File: config.mk
export PLATFORM = sky130hd
export DESIGN_NAME = cache_refill_controller
export DESIGN_NICKNAME = d
export VERILOG_FILES = /design/src/rtl/cache_refill_controller.sv
export SDC_FILE = /design/constraint.sdc
export NUM_CORES = 1
export LEC_CHECK = 0
export BUFFER_PORTS_ARGS = -buffer_cell sky130_fd_sc_hd__buf_2
export CORE_ASPECT_RATIO = 1.2
export CORE_MARGIN = 10
export CORE_UTILIZATION = 41
export DETAILED_ROUTE_END_ITERATION = 10
export PLACE_DENSITY = 0.91
export SYNTH_ARGS = -nofsm -noshare
export SYNTH_HDL_FRONTEND = slang
export SYNTH_SLANG_ARGS = --single-unit
export TNS_END_PERCENT = 50
File: constraint.sdc
create_clock -name clk -period 2.8 [get_ports clk]
set_clock_uncertainty 0.1 [all_clocks]
set_input_delay 0.56 -clock clk [delete_from_list [all_inputs] [get_ports clk]]
set_output_delay 0.56 -clock clk [all_outputs]
set_load 0.01 [all_outputs]
File: src/rtl/cache_refill_controller.sv
// ---------------------------------------------------------------------------------------------
// cache_refill_controller
//
// Sequences line refills for a set-associative cache and brokers all traffic into the
// replacement_policy block. On a miss it takes a victim way from the policy, fetches the line
// one 32-bit word at a time from memory, writes the data and tag arrays, and then pulses
// miss_done. Lookup hits are forwarded to the policy as read/written pulses, but only in
// cycles where the policy reports ready.
//
// Ports:
//   clk, reset                   clock (rising edge) and asynchronous active-low reset
//   hit_valid/write/set/way      hit notification from the lookup stage
//   hit_ready                    hit accepted this cycle
//   miss_valid/addr, miss_ready  refill request and its acceptance
//   miss_done, miss_way          one-cycle completion pulse and the victim way used
//   rp_set/way/read/written/taken, rp_replacement_way, rp_ready
//                                interface to the replacement_policy instance
//   mem_req/addr/gnt/rvalid/rdata  word read port towards memory
//   line_we/set/way/word/wdata   data array write port
//   tag_we, tag_wdata            tag array write port (also sets the valid bit)
// ---------------------------------------------------------------------------------------------
module cache_refill_controller #(
    parameter int unsigned WAY_COUNT      = 2,
    parameter int unsigned SET_COUNT      = 64,
    parameter int unsigned WORDS_PER_LINE = 4,
    parameter int unsigned ADDR_WIDTH     = 32,
    // Derived widths; not meant to be overridden.
    parameter int unsigned WAY_W  = (WAY_COUNT > 1) ? $clog2(WAY_COUNT) : 1,
    parameter int unsigned SET_W  = (SET_COUNT > 1) ? $clog2(SET_COUNT) : 1,
    parameter int unsigned WORD_W = $clog2(WORDS_PER_LINE),
    parameter int unsigned OFF    = WORD_W + 2,
    parameter int unsigned TAG_W  = ADDR_WIDTH - OFF - SET_W
) (
    input  logic                  clk,
    input  logic                  reset,

    input  logic                  hit_valid,
    input  logic                  hit_write,
    input  logic [SET_W-1:0]      hit_set,
    input  logic [WAY_W-1:0]      hit_way,
    output logic                  hit_ready,

    input  logic                  miss_valid,
    input  logic [ADDR_WIDTH-1:0] miss_addr,
    output logic                  miss_ready,
    output logic                  miss_done,
    output logic [WAY_W-1:0]      miss_way,

    output logic [SET_W-1:0]      rp_set,
    output logic [WAY_W-1:0]      rp_way,
    output logic                  rp_read,
    output logic                  rp_written,
    output logic                  rp_taken,
    input  logic [WAY_W-1:0]      rp_replacement_way,
    input  logic                  rp_ready,

    output logic                  mem_req,
    output logic [ADDR_WIDTH-1:0] mem_addr,
    input  logic                  mem_gnt,
    input  logic                  mem_rvalid,
    input  logic [31:0]           mem_rdata,

    output logic                  line_we,
    output logic [SET_W-1:0]      line_set,
    output logic [WAY_W-1:0]      line_way,
    output logic [WORD_W-1:0]     line_word,
    output logic [31:0]           line_wdata,
    output logic                  tag_we,
    output logic [TAG_W-1:0]      tag_wdata
);

    typedef enum logic [2:0] {
        StIdle,
        StWaitRp,
        StIssue,
        StWaitData,
        StDone
    } state_t;

    localparam logic [WORD_W-1:0] LastWord = WORD_W'(WORDS_PER_LINE - 1);

    state_t                     state_q;
    logic [SET_W-1:0]           set_q;
    logic [TAG_W-1:0]           tag_q;
    // Line base without its (always zero) byte/word offset bits.
    logic [ADDR_WIDTH-OFF-1:0]  line_q;
    logic [WORD_W-1:0]          word_q;
    logic [WAY_W-1:0]           victim_q;

    logic accept_miss;

    // The byte/word offset of the missing address never matters: the whole line is fetched.
    logic unused_offset;
    assign unused_offset = ^miss_addr[OFF-1:0];

    // Hits take priority over a new miss in the same cycle.
    assign accept_miss = (state_q == StIdle) && miss_valid && !hit_valid;

    always_ff @(posedge clk or negedge reset) begin
        if (!reset) begin
            state_q  <= StIdle;
            set_q    <= '0;
            tag_q    <= '0;
            line_q   <= '0;
            word_q   <= '0;
            victim_q <= '0;
        end else begin
            unique case (state_q)
                StIdle: begin
                    if (accept_miss) begin
                        set_q   <= miss_addr[OFF +: SET_W];
                        tag_q   <= miss_addr[ADDR_WIDTH-1 -: TAG_W];
                        line_q  <= miss_addr[ADDR_WIDTH-1:OFF];
                        word_q  <= '0;
                        state_q <= StWaitRp;
                    end
                end
                StWaitRp: begin
                    if (rp_ready) begin
                        victim_q <= rp_replacement_way;
                        state_q  <= StIssue;
                    end
                end
                StIssue: begin
                    if (mem_gnt) begin
                        state_q <= StWaitData;
                    end
                end
                StWaitData: begin
                    if (mem_rvalid) begin
                        if (word_q == LastWord) begin
                            state_q <= StDone;
                        end else begin
                            word_q  <= word_q + 1'b1;
                            state_q <= StIssue;
                        end
                    end
                end
                StDone: begin
                    state_q <= StIdle;
                end
                default: begin
                    state_q <= StIdle;
                end
            endcase
        end
    end

    // Outputs are decoded from the state and, where the protocol demands a same-cycle
    // response, from the inputs. Reset gates everything so that an asserted reset silences
    // the block in the same cycle, even though some outputs follow inputs combinationally.
    always_comb begin
        hit_ready  = 1'b0;
        miss_ready = 1'b0;
        miss_done  = 1'b0;
        miss_way   = '0;
        rp_set     = '0;
        rp_way     = '0;
        rp_read    = 1'b0;
        rp_written = 1'b0;
        rp_taken   = 1'b0;
        mem_req    = 1'b0;
        mem_addr   = '0;
        line_we    = 1'b0;
        line_set   = '0;
        line_way   = '0;
        line_word  = '0;
        line_wdata = '0;
        tag_we     = 1'b0;
        tag_wdata  = '0;

        if (reset) begin
            rp_set = set_q;
            unique case (state_q)
                StIdle: begin
                    rp_set     = hit_set;
                    hit_ready  = rp_ready;
                    miss_ready = !hit_valid;
                    if (hit_valid && rp_ready) begin
                        rp_way     = hit_way;
                        rp_written = hit_write;
                        rp_read    = !hit_write;
                    end
                end
                StWaitRp: begin
                    // Victim is committed in the very cycle the policy offers it.
                    if (rp_ready) begin
                        rp_taken = 1'b1;
                        rp_way   = rp_replacement_way;
                    end
                end
                StIssue: begin
                    mem_req  = 1'b1;
                    mem_addr = {line_q, word_q, 2'b00};
                end
                StWaitData: begin
                    if (mem_rvalid) begin
                        line_we    = 1'b1;
                        line_set   = set_q;
                        line_way   = victim_q;
                        line_word  = word_q;
                        line_wdata = mem_rdata;
                    end
                end
                StDone: begin
                    tag_we    = 1'b1;
                    tag_wdata = tag_q;
                    miss_done = 1'b1;
                    miss_way  = victim_q;
                end
                default: begin
                end
            endcase
        end
    end

endmodule
==> impl_metrics.toml <==
[sta]
worst_pin_slew_ns = 0.6305
fin_crit_sh_pct = 93.23
setup_viol = 0
finalHoldViolations = 0
fin_crit_ns = 2.610
fmax_ghz = 0.3831
rsz0062_at_grt = "no"
slew_headroom_pct = 57.64
final.setup.tns_ns = 0
finalMaxSlewViolations = 0

[flow_run]
drv_cap = 0

[synthesis]
synth-async-reset-ratio_pct = 100.0
yosysMostFrequentCell = "and2_1"
synth_compound_area_share_pct = 2.998
synth_cells = 230
synth_top_family_by_area = "simple AND/OR/NAND/NOR gates"
synth_fa_ha_area_share_pct = 0.5656
synthSimpleGateAreaFrac_pct = 35.07
ys_seq_area_share_pct = 38.46
ys_ff_latch = 34
synth_top_area_share_pct = 38.46
synth_mux_area_share_pct = 17.31
yosysWarnings = 0
mappedNetlistArea_sq_mm = 0.002212
yosys-top-cells-area = "dfrtp_1 (38%), and2_1 (27%), mux2_2 (10%), mux2_4 (6.1%), nand2_1 (2.7%)"
synthFlopType = "dfrtp_1"
synth_edf_count = 0
synthXorXnorAreaFrac_pct = 0
yosysTopAreaCell = "dfrtp_1"
avgSynthCellArea_sq_um = 9.618
synth_cell_type_count = 30
synthTopCellsByCount = "and2_1 (94), dfrtp_1 (34), mux2_2 (20)"

[clocking]
cts_tree = "built"
clkSinkCount = 34
clock_path_buffers = 2
cts_max_level = 2
path_clk_slew_ns = 0.07
clk_latency_ns = 0.28
cts_buffers = 5
cts-root-buf = "clkbuf_8"

[die]
io_pins = 192
rows = 29
start_util_pct = 42.05
die_h_um = 100.5
die_width_um = 87.06
dieArea_sq_mm = 0.008746
core_sq_mm = 0.005261

[pwr]
power.switching_uw = 841.2
power_mw = 2.318
seqPwrFrac_pct = 40.7
p_int_mw = 1.476
pwr-share-clk_pct = 16.0
p_per_area_mw_per_mm2 = 705.3
pwr-share-comb_pct = 43.3
vdd_drop_max_mv = 0.4393
power_leakage_nw = 1.969
switching_share_pct = 36.30

[grt]
track_usage_pct = 17.08
grt_max_degree = 43
antenna_found_initial = 1
grt_first_pass_wirelength_um = 11940
grt.overflow.total = 0
grt_pass1_vias = 2257

[detailed_routing]
via_count = 2248
wl_per_cell_um = 17.01
drcViolationCount = 0
dr.pass1.iters = 4
routed_wl_um = 8099
avgViaCountPerCell = 4.723
drtAntennaViolNets = 0
drt_iter0_drc = 77

[place]
port_buffers = 185
dp_hpwl_um = 6848
place_congestion = 0.8030

[worst_setup_path]
cp_slowest_cell = "or3_1"
r2r_cells = 4
cp-startpoint = "state_q[0]"
critPathRequiredTime_ns = 2.14
end_kind = "output port"
cp_max_fo = 11
startpoint_type = "flip-flop"
worst_ep_arrival_time_ns = 1.95
critical_path.max_stage_delay_ns = 0.59
cp_cell_sequence = "or3_1, nor4b_1, buf_2"
critical_path_class = "reg2out"
r2r-start = "state_q[0]"

[status]
status = "complete, no violations"

[layout]
final_nets = 494
syn_to_final_growth_pct = 48.53
drive_gt1_share_pct = 56.52
antenna_cells = 0

[hold_path]
hold_path_class = "in2async"
-- final timing paths --
check,endpoint,slack [ns]
worst max-delay path,rp_read,0.19
worst min-delay path,tag_q[9],0.19
worst max register to register,tag_q[10],0.60
worst min register to register,tag_q[19],0.42
max in group asynchronous,state_q[0],1.82
min in group clk,tag_q[9],0.41
-- timing repair --
action / in CTS / in global routing
endpoints found under the hold margin: 4 / 0
hold buffers: 1 / 0
setup buffers: 0 / 0
gates resized for setup: 0 / 0
-- final cells by class --
| type | count | area (sq um) |
|---|---|---|
| clock buffer | 7 | 86.33 |
| clock inverter | 1 | 5.005 |
| fill | 477 | 1976 |
| inverter | 3 | 11.26 |
| multi-input combinational | 175 | 1259 |
| sequential | 34 | 850.8 |
| tap | 62 | 77.57 |
| timing repair buffer | 194 | 996.0 |
-- stage by stage --
step / setup WS (ns) / instances / util, % / hold WS, ns / area, sq um
3_5_place_dp: 0.2515 / 467 / 60.52 / 0.2985 / 3184
4_1_cts: 0.1661 / 476 / 62.45 / 0.1844 / 3286
6_report: 0.1895 / 476 / 62.45 / 0.1868 / 3286
3_3_place_gp: 0.3110 / 467 / 60.52 / 0.2933 / 3184
2_1_floorplan: 0.4870 / 231 / - / 0.1644 / 2216
5_1_grt: 0.04199 / 476 / 62.45 / 0.1852 / 3286
-- power by group through the flow --
| stage | Sequential (mW) | Combinational [mW] | Clock, mW |
|---|---|---|---|
| floorplan | 0.838 | 0.722 | 0 |
| global placement | 0.938 | 0.985 | 0 |
| detailed placement | 0.952 | 1.02 | 0 |
| CTS | 0.949 | 1.02 | 0.378 |
| global route | 0.988 | 1.10 | 0.406 |
| finish | 0.944 | 1.00 | 0.370 |
-- worst max-delay path: cells and delay by family (launching register included) --
family / cells / cell delay [ns]
flops: 1 / 0.52
simple gates: 2 / 0.94
buf+inv: 1 / 0.22
-- cell families after synthesis --
logic type	count (synthesis)
and+or+nand+nor	131
adders and majority gates	1
DFF	34
other	1
buffers and inverters	22
AOI/OAI and AO/OA	11
muxes	30
-- sequential cells by signal, summed over array words and instances (netlist names) --
signal	flops
line_q	2
set_q	5
state_q	3
tag_q	21
victim_q	1
word_q	2
-- per-layer routing --
layer	global-route usage [%]	routed length, um
met2	30.72	4130
met1	16.78	2851
met3	8.010	991
met5	0	7
met4	5.243	117
-- placed cells by master, fill, tap and decap left out, types with 4 or more instances in the layout --
master and n:
buf_2 185, dfrtp_1 34, nand2_1 16, a21oi_1 7
mux2_2 20, nor2_1 4, mux2_4 9, clkbuf_8 6
buf_4 8, and2_1 94
Power figures use the tool's default switching activity.
